===== src/rtl/seg_scan_mux_pkg.sv =====
// Shared helpers for the display scanner: divider derivation, counter widths, one-hot encode.
// Pure constants and functions; no timing or flow-control behaviour of its own.
package seg_scan_mux_pkg;

  localparam int MAX_DIGITS = 32;

  function automatic int tick_div_f(input int clk_hz, input int scan_hz);
    return clk_hz / scan_hz;
  endfunction

  function automatic int blink_div_f(input int clk_hz, input int blink_hz);
    return clk_hz / (2 * blink_hz);
  endfunction

  function automatic int cnt_width(input int n);
    return (n <= 2) ? 1 : $clog2(n);
  endfunction

  function automatic logic [MAX_DIGITS-1:0] one_hot(input int unsigned i);
    return {{(MAX_DIGITS-1){1'b0}}, 1'b1} << i;
  endfunction

endpackage


===== src/rtl/scan_tick_gen.sv =====
// Modulo-N free-running counter with a same-cycle wrap flag (count == N-1).
// Latency: wrap is combinational from count; no backpressure, counts every cycle.
module scan_tick_gen
  import seg_scan_mux_pkg::*;
#(
  parameter int N = 10,
  localparam int W = cnt_width(N)
) (
  input  logic         clk,
  input  logic         rst,
  output logic [W-1:0] count,
  output logic         wrap
);

  assign wrap = (count == W'(N - 1));

  always_ff @(posedge clk) begin
    if (rst || wrap) count <= '0;
    else             count <= count + W'(1);
  end

endmodule


===== src/rtl/seg_scan_mux.sv =====
// Seven-segment digit scanner with frame snapshot, inter-slot blanking and blink.
// Outputs registered, 1 cycle after state; no backpressure, scans continuously.
module seg_scan_mux
  import seg_scan_mux_pkg::*;
#(
  parameter int CLK_HZ       = 100_000_000,
  parameter int SCAN_HZ      = 1000,
  parameter int NUM_DIGITS   = 8,
  parameter int BLANK_CYCLES = 16,
  parameter int BLINK_HZ     = 2
) (
  input  logic                    clk,
  input  logic                    rst,
  input  logic [4*NUM_DIGITS-1:0] digits_in,
  input  logic [NUM_DIGITS-1:0]   dp_in,
  input  logic [NUM_DIGITS-1:0]   blank_mask,
  input  logic [NUM_DIGITS-1:0]   blink_mask,
  output logic [3:0]              digit_code,
  output logic [NUM_DIGITS-1:0]   digit_en,
  output logic                    dp_out,
  output logic                    frame_start
);

  localparam int TICK_DIV  = tick_div_f(CLK_HZ, SCAN_HZ);
  localparam int BLINK_DIV = blink_div_f(CLK_HZ, BLINK_HZ);
  localparam int CW        = cnt_width(TICK_DIV);
  localparam int IW        = cnt_width(NUM_DIGITS);
  localparam int BW        = cnt_width(BLINK_DIV);

  generate
    if (BLANK_CYCLES < 0 || BLANK_CYCLES >= TICK_DIV) begin : g_bad_blank
      $error("seg_scan_mux: BLANK_CYCLES must satisfy 0 <= BLANK_CYCLES < TICK_DIV");
    end
    if (NUM_DIGITS < 2 || NUM_DIGITS > MAX_DIGITS) begin : g_bad_digits
      $error("seg_scan_mux: NUM_DIGITS out of range");
    end
  endgenerate

  logic [CW-1:0]           cnt;
  logic                    slot_wrap;
  logic [BW-1:0]           bcnt;
  logic                    blink_wrap;
  logic                    unused_bcnt;
  logic [IW-1:0]           idx;
  logic                    bph;
  logic                    frame_now;
  logic [4*NUM_DIGITS-1:0] digits_snap;
  logic [NUM_DIGITS-1:0]   dp_snap;
  logic [NUM_DIGITS-1:0]   blank_snap;
  logic [NUM_DIGITS-1:0]   blink_snap;
  logic                    dark;
  logic                    lit;
  logic [NUM_DIGITS-1:0]   idx_hot;

  scan_tick_gen #(.N(TICK_DIV)) u_slot_tick (
    .clk   (clk),
    .rst   (rst),
    .count (cnt),
    .wrap  (slot_wrap)
  );

  scan_tick_gen #(.N(BLINK_DIV)) u_blink_tick (
    .clk   (clk),
    .rst   (rst),
    .count (bcnt),
    .wrap  (blink_wrap)
  );

  // Blink phase only needs the wrap; the raw count has no other consumer.
  assign unused_bcnt = ^bcnt;

  always_ff @(posedge clk) begin
    if (rst)            idx <= '0;
    else if (slot_wrap) idx <= (idx == IW'(NUM_DIGITS - 1)) ? '0 : idx + IW'(1);
  end

  always_ff @(posedge clk) begin
    if (rst)             bph <= 1'b0;
    else if (blink_wrap) bph <= ~bph;
  end

  assign frame_now = (cnt == '0) && (idx == '0);

  always_ff @(posedge clk) begin
    if (rst) begin
      digits_snap <= '0;
      dp_snap     <= '0;
      blank_snap  <= '0;
      blink_snap  <= '0;
    end else if (frame_now) begin
      digits_snap <= digits_in;
      dp_snap     <= dp_in;
      blank_snap  <= blank_mask;
      blink_snap  <= blink_mask;
    end
  end

  assign dark    = blank_snap[idx] | (blink_snap[idx] & bph);
  assign lit     = (cnt >= CW'(BLANK_CYCLES)) && !dark;
  assign idx_hot = NUM_DIGITS'(one_hot(32'(idx)));

  always_ff @(posedge clk) begin
    if (rst) begin
      digit_code  <= '0;
      digit_en    <= '0;
      dp_out      <= 1'b0;
      frame_start <= 1'b0;
    end else begin
      digit_code  <= digits_snap[{idx, 2'b00} +: 4];
      digit_en    <= lit ? idx_hot : '0;
      dp_out      <= lit & dp_snap[idx];
      frame_start <= frame_now;
    end
  end

endmodule


===== config.mk =====
export PLATFORM = sky130hd
export DESIGN_NAME = seg_scan_mux
export DESIGN_NICKNAME = d
export VERILOG_FILES = /design/src/rtl/seg_scan_mux_pkg.sv /design/src/rtl/scan_tick_gen.sv /design/src/rtl/seg_scan_mux.sv
export SDC_FILE = /design/constraint.sdc
export NUM_CORES = 1
export LEC_CHECK = 0
export ABC_AREA = 1
export BUFFER_PORTS_ARGS = -buffer_cell sky130_fd_sc_hd__buf_2
export CORE_UTILIZATION = 60
export DETAILED_ROUTE_END_ITERATION = 10
export PLACE_DENSITY = 0.83
export SLEW_MARGIN = 40
export SYNTH_ARGS = -nofsm -noshare
export SYNTH_HDL_FRONTEND = slang
export SYNTH_SLANG_ARGS = --single-unit

===== constraint.sdc =====
create_clock -name clk -period 3.78 [get_ports clk]
set_clock_uncertainty 0.05 [all_clocks]
set_input_delay 0.378 -clock clk [delete_from_list [all_inputs] [get_ports clk]]
set_output_delay 0.378 -clock clk [all_outputs]
set_load 0.005 [all_outputs]

==> results.py, run 1 <==
metrics = {
    "status": {
        "status": "complete, no violations",
    },
    "worst_setup_path": {
        "ff2ff_path_depth": 8,
        "crit_arrival_ps": 3090,
        "start_kind": "register",
        "cpMostUsedCell": "nor2_1",
        "slowest_stage": "dfxtp_1",
        "cp_max_fo": 56,
        "critPathMaxStageDelay_ps": 650,
        "endpoint_kind": "register",
        "cp_cell_sequence": "inv_1, ha_1, nand4_1, nor2_2, nand2_2, clkinv_2, nor2_1, nor2_1",
        "crit_type": "register to register",
        "required_ps": 4130,
    },
    "sta": {
        "setup_tns_ps": 0,
        "hold_violations": 0,
        "maxSlewViolCount": 0,
        "tightest_slew_ps": 698,
        "maxSlewHeadroom_pct": 53.4,
        "fin_crit_ps": 2740,
        "post-route-period-util_pct": 72.6,
        "rsz0062_at_grt": "false",
        "fmax_ghz": 0.364,
        "setup_viol": 0,
    },
    "placement": {
        "placed_cells": 894,
        "globalplace.congestion": 0.877,
        "io_buffers": 71,
        "dp_hpwl_um": 7950,
        "placed_cell_area_um2": 5530,
    },
    "floorplan": {
        "pin_count": 72,
        "die_h_um": 95.3,
        "coreArea_um2": 8340,
        "start_util_pct": 62.7,
        "rows": 33,
        "dieArea_um2": 9090,
        "die_x_um": 95.3,
    },
    "worst_hold_path": {
        "holdCritPathClass": "primary input to register",
        "whs_path_depth": 3,
    },
    "run": {
        "cap_violations": 0,
    },
    "clocking": {
        "post_cts_resized": 0,
        "clock_latency_ps": 520,
        "cts_buffer_depth": 2,
        "cts_num_sinks": 116,
        "cts_buffers": 17,
        "h-tree-depth": 4,
        "cts_tree": "yes",
        "clock-root-buffer": "clkbuf_8",
        "clkTransAtPathRegs_ps": 60,
    },
    "yosys": {
        "ys_types": 28,
        "synth_fp_nets": 812,
        "ys_warn_count": 0,
        "syn_avg_cell_area_um2": 7.01,
        "netlist_instances": 746,
        "synthTopCellsByArea": "dfxtp_1 44%, nor2_1 17%, nand2_1 7.9%",
        "ys_ff_latch": 116,
        "yosysSeqAreaShare_pct": 44.4,
        "synth_top_cell_area_share_pct": 44.4,
        "yosysTopAreaCell": "dfxtp_1",
        "synth_area_um2": 5230,
    },
    "power_and_ir_drop": {
        "p_per_area_nw_per_um2": 531,
        "leakage_nw": 2.53,
        "ir_drop_uv": 352,
    },
    "route": {
        "drt_drc_violations_left": 0,
        "via_per_inst": 5.32,
        "wirelength_um": 12000,
        "drt_iter0_drc": 240,
        "routedWlPerCell_um": 12.9,
        "ant_nets": 0,
        "vias": 4925,
        "firstDrtPassIters": 5,
    },
    "final_layout": {
        "layout.cells.most_common_list": "230 x nor2_1, 116 x dfxtp_1, 110 x nand2_1, 74 x o21ai_0, 71 x buf_2",
        "drive_gt1_share_pct": 14.6,
        "layout.nets": 875,
        "final_cells": 926,
        "diodes": 0,
        "design_area_um2": 6140,
        "syn2layout_area_growth_pct": 17.5,
        "final_common_cell": "nor2_1",
    },
    "global_route": {
        "grt_pass1_wl_um": 20400,
        "antenna_found_initial": 0,
        "grt_pass1_vias": 4618,
        "track_usage_pct": 28.9,
        "grt_overflow": 0,
        "grt_max_degree": 58,
    },
}
-- per-layer routing --
metal | vias to the layer above | wire length [um] | global-route usage, %
met5 | - | 0 | 0
met3 | 24 | 655 | 7.50
met2 | 160 | 5880 | 49.2
met1 | 2242 | 5240 | 34.9
met4 | 0 | 202 | 10.6
li1 | 2499 | - | -
-- synth_stat cells --
master,n
nor2_4,1
inv_2,2
buf_2,8
inv_1,47
ha_1,8
nor2_2,4
clkbuf_1,12
inv_4,1
nand2b_1,1
nand2_2,4
buf_4,1
o21ai_1,10
xor2_1,7
o21ai_0,74
buf_6,11
a21oi_1,23
xnor2_1,10
nand4_1,9
nand2_1,110
or2_2,4
nand3b_1,4
o21bai_1,1
nor2_1,230
nand3_1,37
nor3_1,2
and2_1,1
dfxtp_1,116
o22ai_1,8
-- logic make-up after synthesis --
group | count (synthesis) | synth area share (%)
fa+ha+maj | 8 | 1.91
buf+inv | 82 | 7.78
flops | 116 | 44.4
compound gates | 116 | 11.3
simple gates | 407 | 31.7
xor+xnor | 17 | 2.85
-- state kept, by name (all words and copies together), names as in the netlist --
register and flops:
blink_snap 8, bph 1, digits_snap 32, frame_start 1, dp_out 1, u_blink_tick.count 25, digit_code 4, dp_snap 8
u_slot_tick.count 17, idx 3, blank_snap 8, digit_en 8
-- path summary, 6_finish.rpt --
check	from	to	slack [ps]
worst max-delay path	idx[1]	blink_snap[6]	1040
worst min-delay path	dp_in[1]	dp_snap[1]	50
worst max register to register	idx[1]	blink_snap[6]	1040
worst min register to register	u_blink_tick.count[0]	u_blink_tick.count[0]	400
-- worst max-delay path, delay by kind of cell, from the launching register on --
family                     cells  cell delay (ps)
buffers and inverters          2              950
DFF                            1              650
and+or+nand+nor                5              620
adders and majority gates      1              320
-- power by group --
group	internal [mW]	switching [mW]	leakage [nW]	total [mW]
clock	1.10	0.548	0.287	1.65
combinational	0.101	0.160	1.29	0.261
sequential	1.31	0.0473	0.951	1.36
total	2.51	0.756	2.53	3.26
-- timing repair --
item                                   CTS  global route
endpoints found under the hold margin    1             0
setup buffers                            0             0
hold buffers                             1             0
-- layout make-up --
cell class | count | area (um^2)
multi-input cells | 548 | 2500
flip-flops and latches | 116 | 2320
fillers | 680 | 2200
clock buffers | 22 | 453
repair buffers | 76 | 395
inverters | 50 | 191
clock inverters | 9 | 153
well taps | 105 | 131
-- through the flow --
step	hold slack [ps]	worst slack (ps)	power (mW)	util [%]
2_1_floorplan	368	1930	1.58	-
3_3_place_gp	381	1380	1.62	66.3
3_5_place_dp	395	1270	1.64	66.3
4_1_cts	44.5	1200	3.27	73.7
5_1_grt	66.1	808	3.39	73.7
6_report	45.4	1040	3.26	73.7
(Power assumes the default switching activity.)
==> run 2: changes to the inputs <==
CORE_UTILIZATION = 57   (was 60)
PLACE_DENSITY = 0.79   (was 0.83)
clock period = 2.7 ns   (was 3.78 ns; I/O delays follow)
==> run 2 against run 1 <==
Count of clock-buffer cells in the layout is 5 lower. Largest power group unchanged. Hold slack worse by 13 ps. The flow now finishes with violations (DRC). Sequential power grew 39%.
==> results.py, run 2 (synthesis results as in run 1) <==
metrics = {
    "worst_setup_path": {
        "r2r_slack_ps": 550,
        "required_ps": 3040,
        "endpoint_kind": "register",
        "crit_family": "simple AND/OR/NAND/NOR gates",
        "crit_type": "register to register",
        "crit_arrival_ps": 2490,
        "crit_buf_inv": 2,
        "ff2ff_path_depth": 7,
        "critPathMaxStageDelay_ps": 570,
        "reg2reg_from": "idx[2]",
        "slowest_stage": "dfxtp_1",
        "reg2reg_to": "digits_snap[0]",
        "cp_cell_sequence": "inv_4, nand4_1, nor2_2, nand2_2, clkinv_2, nor2_1, nor2_1",
        "cp_max_fo": 56,
        "cpMostUsedCell": "nor2_1",
        "start_kind": "register",
    },
    "final_layout": {
        "largest_reg_flops": 32,
        "syn2layout_area_growth_pct": 27.9,
        "final_common_cell": "nor2_1",
        "utilization_pct": 75.9,
        "largest_register": "digits_snap",
        "drive_gt1_share_pct": 14.3,
        "largestRegisters": "digits_snap x32, u_blink_tick.count x25, u_slot_tick.count x17",
        "diodes": 0,
        "final_cells": 985,
        "layout.cells.most_common_list": "230 x nor2_1, 116 x dfxtp_1, 110 x nand2_1, 74 x o21ai_0, 71 x buf_2",
        "layout.nets": 931,
    },
    "status": {
        "violations": "DRC",
        "status": "finished, violations left",
    },
    "placement": {
        "dp_hpwl_um": 8050,
        "io_buffers": 71,
        "dp_slack_ps": 763,
        "globalplace.congestion": 0.877,
        "placed_cells": 900,
    },
    "floorplan": {
        "die_x_um": 97.8,
        "pin_count": 72,
        "rows": 34,
        "start_util_pct": 59.4,
        "dieArea_um2": 9560,
        "die_h_um": 97.8,
        "coreArea_um2": 8810,
    },
    "sta": {
        "maxSlewViolCount": 0,
        "fmax_ghz": 0.466,
        "fin_crit_ps": 2150,
        "setup_ws_ps": 552,
        "setup_tns_ps": 0,
        "tightest_slew_ps": 694,
        "hold_violations": 0,
        "setup_viol": 0,
        "rsz0062_at_grt": "false",
        "maxSlewHeadroom_pct": 53.7,
        "post-route-period-util_pct": 79.5,
    },
    "route": {
        "firstDrtPassIters": 8,
        "vias": 5222,
        "via_per_inst": 5.30,
        "drt_drc_violations_left": 4,
        "routedWlPerCell_um": 13.5,
        "ant_nets": 0,
        "drt_iter0_drc": 313,
        "wirelength_um": 13300,
    },
    "worst_hold_path": {
        "holdCritStartpoint": "blink_mask[7]",
        "holdCritPathClass": "primary input to register",
        "whs_endpoint": "blink_snap[7]",
        "whs_path_depth": 3,
    },
    "global_route": {
        "grt_pass1_vias": 5056,
        "antenna_found_initial": 0,
        "grt_pass1_wl_um": 22600,
        "grt_overflow": 0,
        "grt_max_degree": 58,
        "track_usage_pct": 29.6,
    },
    "power_and_ir_drop": {
        "swShare_pct": 25.0,
        "power_mw": 4.58,
        "p_per_area_nw_per_um2": 685,
        "ir_drop_uv": 436,
        "p_int_mw": 3.44,
        "clockPowerShare_pct": 49.0,
        "p_switching_mw": 1.14,
        "leakage_nw": 2.77,
        "pwr-share-comb_pct": 9.7,
        "seq_power_share_pct": 41.4,
    },
    "clocking": {
        "post_cts_buffers": 0,
        "cts_tree": "yes",
        "h-tree-depth": 4,
        "clock_latency_ps": 520,
        "cts_num_sinks": 116,
        "cts_buffers": 17,
        "clock-root-buffer": "clkbuf_8",
        "clkTransAtPathRegs_ps": 60,
        "cts_buffer_depth": 2,
    },
    "run": {
        "cap_violations": 0,
    },
}
==> run 2: per-stage QoR <==
| stage | hold WS [ps] | cell area, um^2 |
|---|---|---|
| final | 32.3 | 6690 |
| after CTS | 3.00 | 6690 |
| after global routing | 4.83 | 6690 |
| after floorplan | 292 | 5230 |
| after detailed placement | 391 | 5550 |
| after global placement | 379 | 5550 |
==> run 2: how the worst max path moves through the flow <==
| stage | startpoint | to | slack, ps | cells past startpoint |
|---|---|---|---|---|
| floorplan | idx[1] | blank_snap[6] | 850 | 10 |
| global placement | idx[0] | digits_snap[26] | 860 | 8 |
| detailed placement | idx[0] | blink_snap[7] | 760 | 8 |
| CTS | idx[0] | blink_snap[1] | 680 | 8 |
| global route | idx[2] | digits_snap[0] | 430 | 7 |
| finish | idx[2] | digits_snap[0] | 550 | 7 |
==> run 2: final cells by class <==
cell class / instances / area (um^2)
clock buffers: 17 / 414
clock inverters: 14 / 176
inverters: 50 / 191
well taps: 108 / 135
multi-input cells: 548 / 2500
repair buffers: 132 / 948
flip-flops and latches: 116 / 2320
fillers: 619 / 2120
==> run 2: layer usage <==
| layer | GRT usage, % | part of all wire, % |
|---|---|---|
| met1 | 35.1 | 42 |
| met2 | 50.6 | 49 |
| met3 | 6.94 | 5.9 |
| met4 | 14.6 | 2.8 |
| met5 | 0 | 0 |
==> run 2: power groups by stage <==
stage	Combinational (mW)	Clock (mW)	Sequential, mW
detailed placement	0.362	0	1.93
global placement	0.347	0	1.92
floorplan	0.298	0	1.91
CTS	0.427	2.25	1.89
finish	0.443	2.24	1.89
global route	0.503	2.34	1.91
==> run 2: worst reg2reg max path, cell delays in order (launching register included) <==
cell,delay [ps]
dfxtp_1,570
inv_4,120
nand4_1,140
nor2_2,60
nand2_2,70
clkinv_2,540
nor2_1,380
nor2_1,120
==> run 2: timing repair <==
action,4_1_cts,5_1_grt
hold endpoints to repair,54,0
resized for setup,0,0
hold buffers,54,0
==> run 3: changes to the inputs <==
clock period = 2.2 ns   (was 2.7 ns; I/O delays follow)
==> run 3 against run 2 <==
The run still ends with DRC left. First-iteration DRC count is 13% lower. Via count is 0.36% higher. Cell count is 0.30% higher. Power is 20% higher. Sequential power is 23% higher. Combinational power is 23% higher. Largest cell class unchanged.
==> results.py, run 3 (synthesis results as in run 1) <==
metrics = {
    "power_and_ir_drop": {
        "pwr-share-comb_pct": 9.9,
        "clockPowerShare_pct": 47.7,
        "p_int_mw": 4.12,
        "ir_drop_uv": 624,
        "swShare_pct": 24.8,
        "leakage_nw": 2.76,
        "p_switching_mw": 1.36,
        "p_per_area_nw_per_um2": 820,
        "seq_power_share_pct": 42.4,
    },
    "route": {
        "firstDrtPassIters": 10,
        "routedWlPerCell_um": 13.9,
        "wirelength_um": 13700,
        "drt_iter0_drc": 271,
        "ant_nets": 0,
        "drt_drc_violations_left": 4,
        "vias": 5241,
        "via_per_inst": 5.30,
    },
    "clocking": {
        "cts_buffers": 17,
        "cts_tree": "yes",
        "clock_latency_ps": 520,
        "clock-root-buffer": "clkbuf_8",
        "h-tree-depth": 4,
        "cts_num_sinks": 116,
        "clkTransAtPathRegs_ps": 60,
        "post_cts_resized": 0,
        "cts_buffer_depth": 2,
    },
    "global_route": {
        "grt_max_degree": 58,
        "grt_overflow": 0,
        "track_usage_pct": 30.8,
        "grt_pass1_wl_um": 23300,
        "grt_pass1_vias": 5195,
        "antenna_found_initial": 0,
    },
    "placement": {
        "io_buffers": 71,
        "placed_cells": 902,
        "globalplace.congestion": 0.851,
        "dp_hpwl_um": 7840,
        "placed_cell_area_um2": 5570,
    },
    "floorplan": {
        "start_util_pct": 59.4,
        "rows": 34,
        "die_x_um": 97.8,
        "pin_count": 72,
        "die_h_um": 97.8,
        "coreArea_um2": 8810,
        "dieArea_um2": 9560,
    },
    "final_layout": {
        "final_cells": 988,
        "largest_register": "digits_snap",
        "diodes": 0,
        "largestRegisters": "digits_snap x32, u_blink_tick.count x25, u_slot_tick.count x17",
        "layout.cells.most_common_list": "230 x nor2_1, 116 x dfxtp_1, 110 x nand2_1, 74 x o21ai_0, 71 x buf_2",
        "layout.nets": 934,
        "drive_gt1_share_pct": 14.2,
        "largest_reg_flops": 32,
        "design_area_um2": 6690,
        "syn2layout_area_growth_pct": 27.9,
        "utilization_pct": 75.9,
        "final_common_cell": "nor2_1",
    },
    "worst_hold_path": {
        "holdCritPathClass": "primary input to register",
    },
    "sta": {
        "fin_crit_ps": 1840,
        "setup_viol": 0,
        "maxSlewViolCount": 0,
        "fmax_ghz": 0.544,
        "maxSlewHeadroom_pct": 63.6,
        "hold_violations": 0,
        "post-route-period-util_pct": 83.5,
        "rsz0062_at_grt": "false",
        "tightest_slew_ps": 546,
        "setup_tns_ps": 0,
    },
    "worst_setup_path": {
        "cp_cell_sequence": "inv_1, ha_1, nand4_1, nor2_2, nand2_2, buf_4, o21ai_0, nor2_1",
        "cp_max_fo": 57,
        "crit_arrival_ps": 2230,
        "slowest_stage": "buf_4",
        "crit_type": "register to register",
        "start_kind": "register",
        "required_ps": 2590,
        "endpoint_kind": "register",
        "critPathMaxStageDelay_ps": 440,
    },
    "run": {
        "cap_violations": 0,
    },
    "status": {
        "violations": "DRC",
        "status": "finished, violations left",
    },
}
[run 3: cell count changes in the layout (fill, tap and decap cells not counted)]
cell | previous run | this run
clkbuf_1 | 0 | 2
clkinv_2 | 3 | 1
bufinv_16 | 3 | 2
dlygate4sd3_1 | 54 | 55
clkinvlp_4 | 2 | 4
inv_4 | 1 | 2
clkbuf_8 | 1 | 2
buf_4 | 7 | 9
inv_6 | 4 | 1
[run 3: worst max-delay path, delay by kind of cell, from the launching register on]
kind	cells	cell delay, ps
AO/OA/AOI/OAI	1	220
buffers and inverters	2	510
AND/OR/NAND/NOR	4	410
flip-flops	1	340
adder cells (fa/ha/maj)	1	220
[run 3: final cells by class]
type | instances | area [um^2]
tap | 108 | 135
multi-input combinational | 548 | 2500
clock inverter | 11 | 130
fill | 633 | 2120
inverter | 50 | 193
clock buffer | 20 | 435
timing repair buffer | 135 | 973
sequential | 116 | 2320
[run 3: repair_timing]
item / 4_1_cts / 5_1_grt
hold buffers: 55 / 0
endpoints found under the hold margin: 55 / 0
buffers inserted: 0 / 0
[run 3: worst paths after layout]
kind                                             from               endpoint  slack [ps]  cells past startpoint
worst max register to register                 idx[0]        digits_snap[23]         360                      8
worst max-delay path                           idx[0]        digits_snap[23]         360                      8
worst min-delay path                    blink_mask[7]          blink_snap[7]          20                      3
worst min register to register  u_blink_tick.count[0]  u_blink_tick.count[0]         400                      1
[run 3: per-layer routing]
| layer | up-vias | GRT usage (%) | part of all wire, % |
|---|---|---|---|
| met1 | 2380 | 35.5 | 41 |
| met4 | 0 | 16.4 | 2.9 |
| met3 | 42 | 6.08 | 5.6 |
| li1 | 2618 | - | - |
| met5 | - | 0 | 0 |
| met2 | 201 | 54.2 | 51 |
[run 3: stage by stage]
step	hold WS (ps)	setup slack, ps	total power [mW]
2_1_floorplan	242	348	2.71
3_3_place_gp	346	387	2.78
3_5_place_dp	356	408	2.81
4_1_cts	8.06	382	5.48
5_1_grt	23.1	180	5.69
6_report	24.7	363	5.48
[run 3: power groups by stage]
stage	sequential [mW]	clock [mW]	combinational, mW
detailed placement	2.36	0	0.443
floorplan	2.35	0	0.366
global placement	2.36	0	0.425
global route	2.34	2.74	0.617
CTS	2.32	2.63	0.523
finish	2.32	2.61	0.544
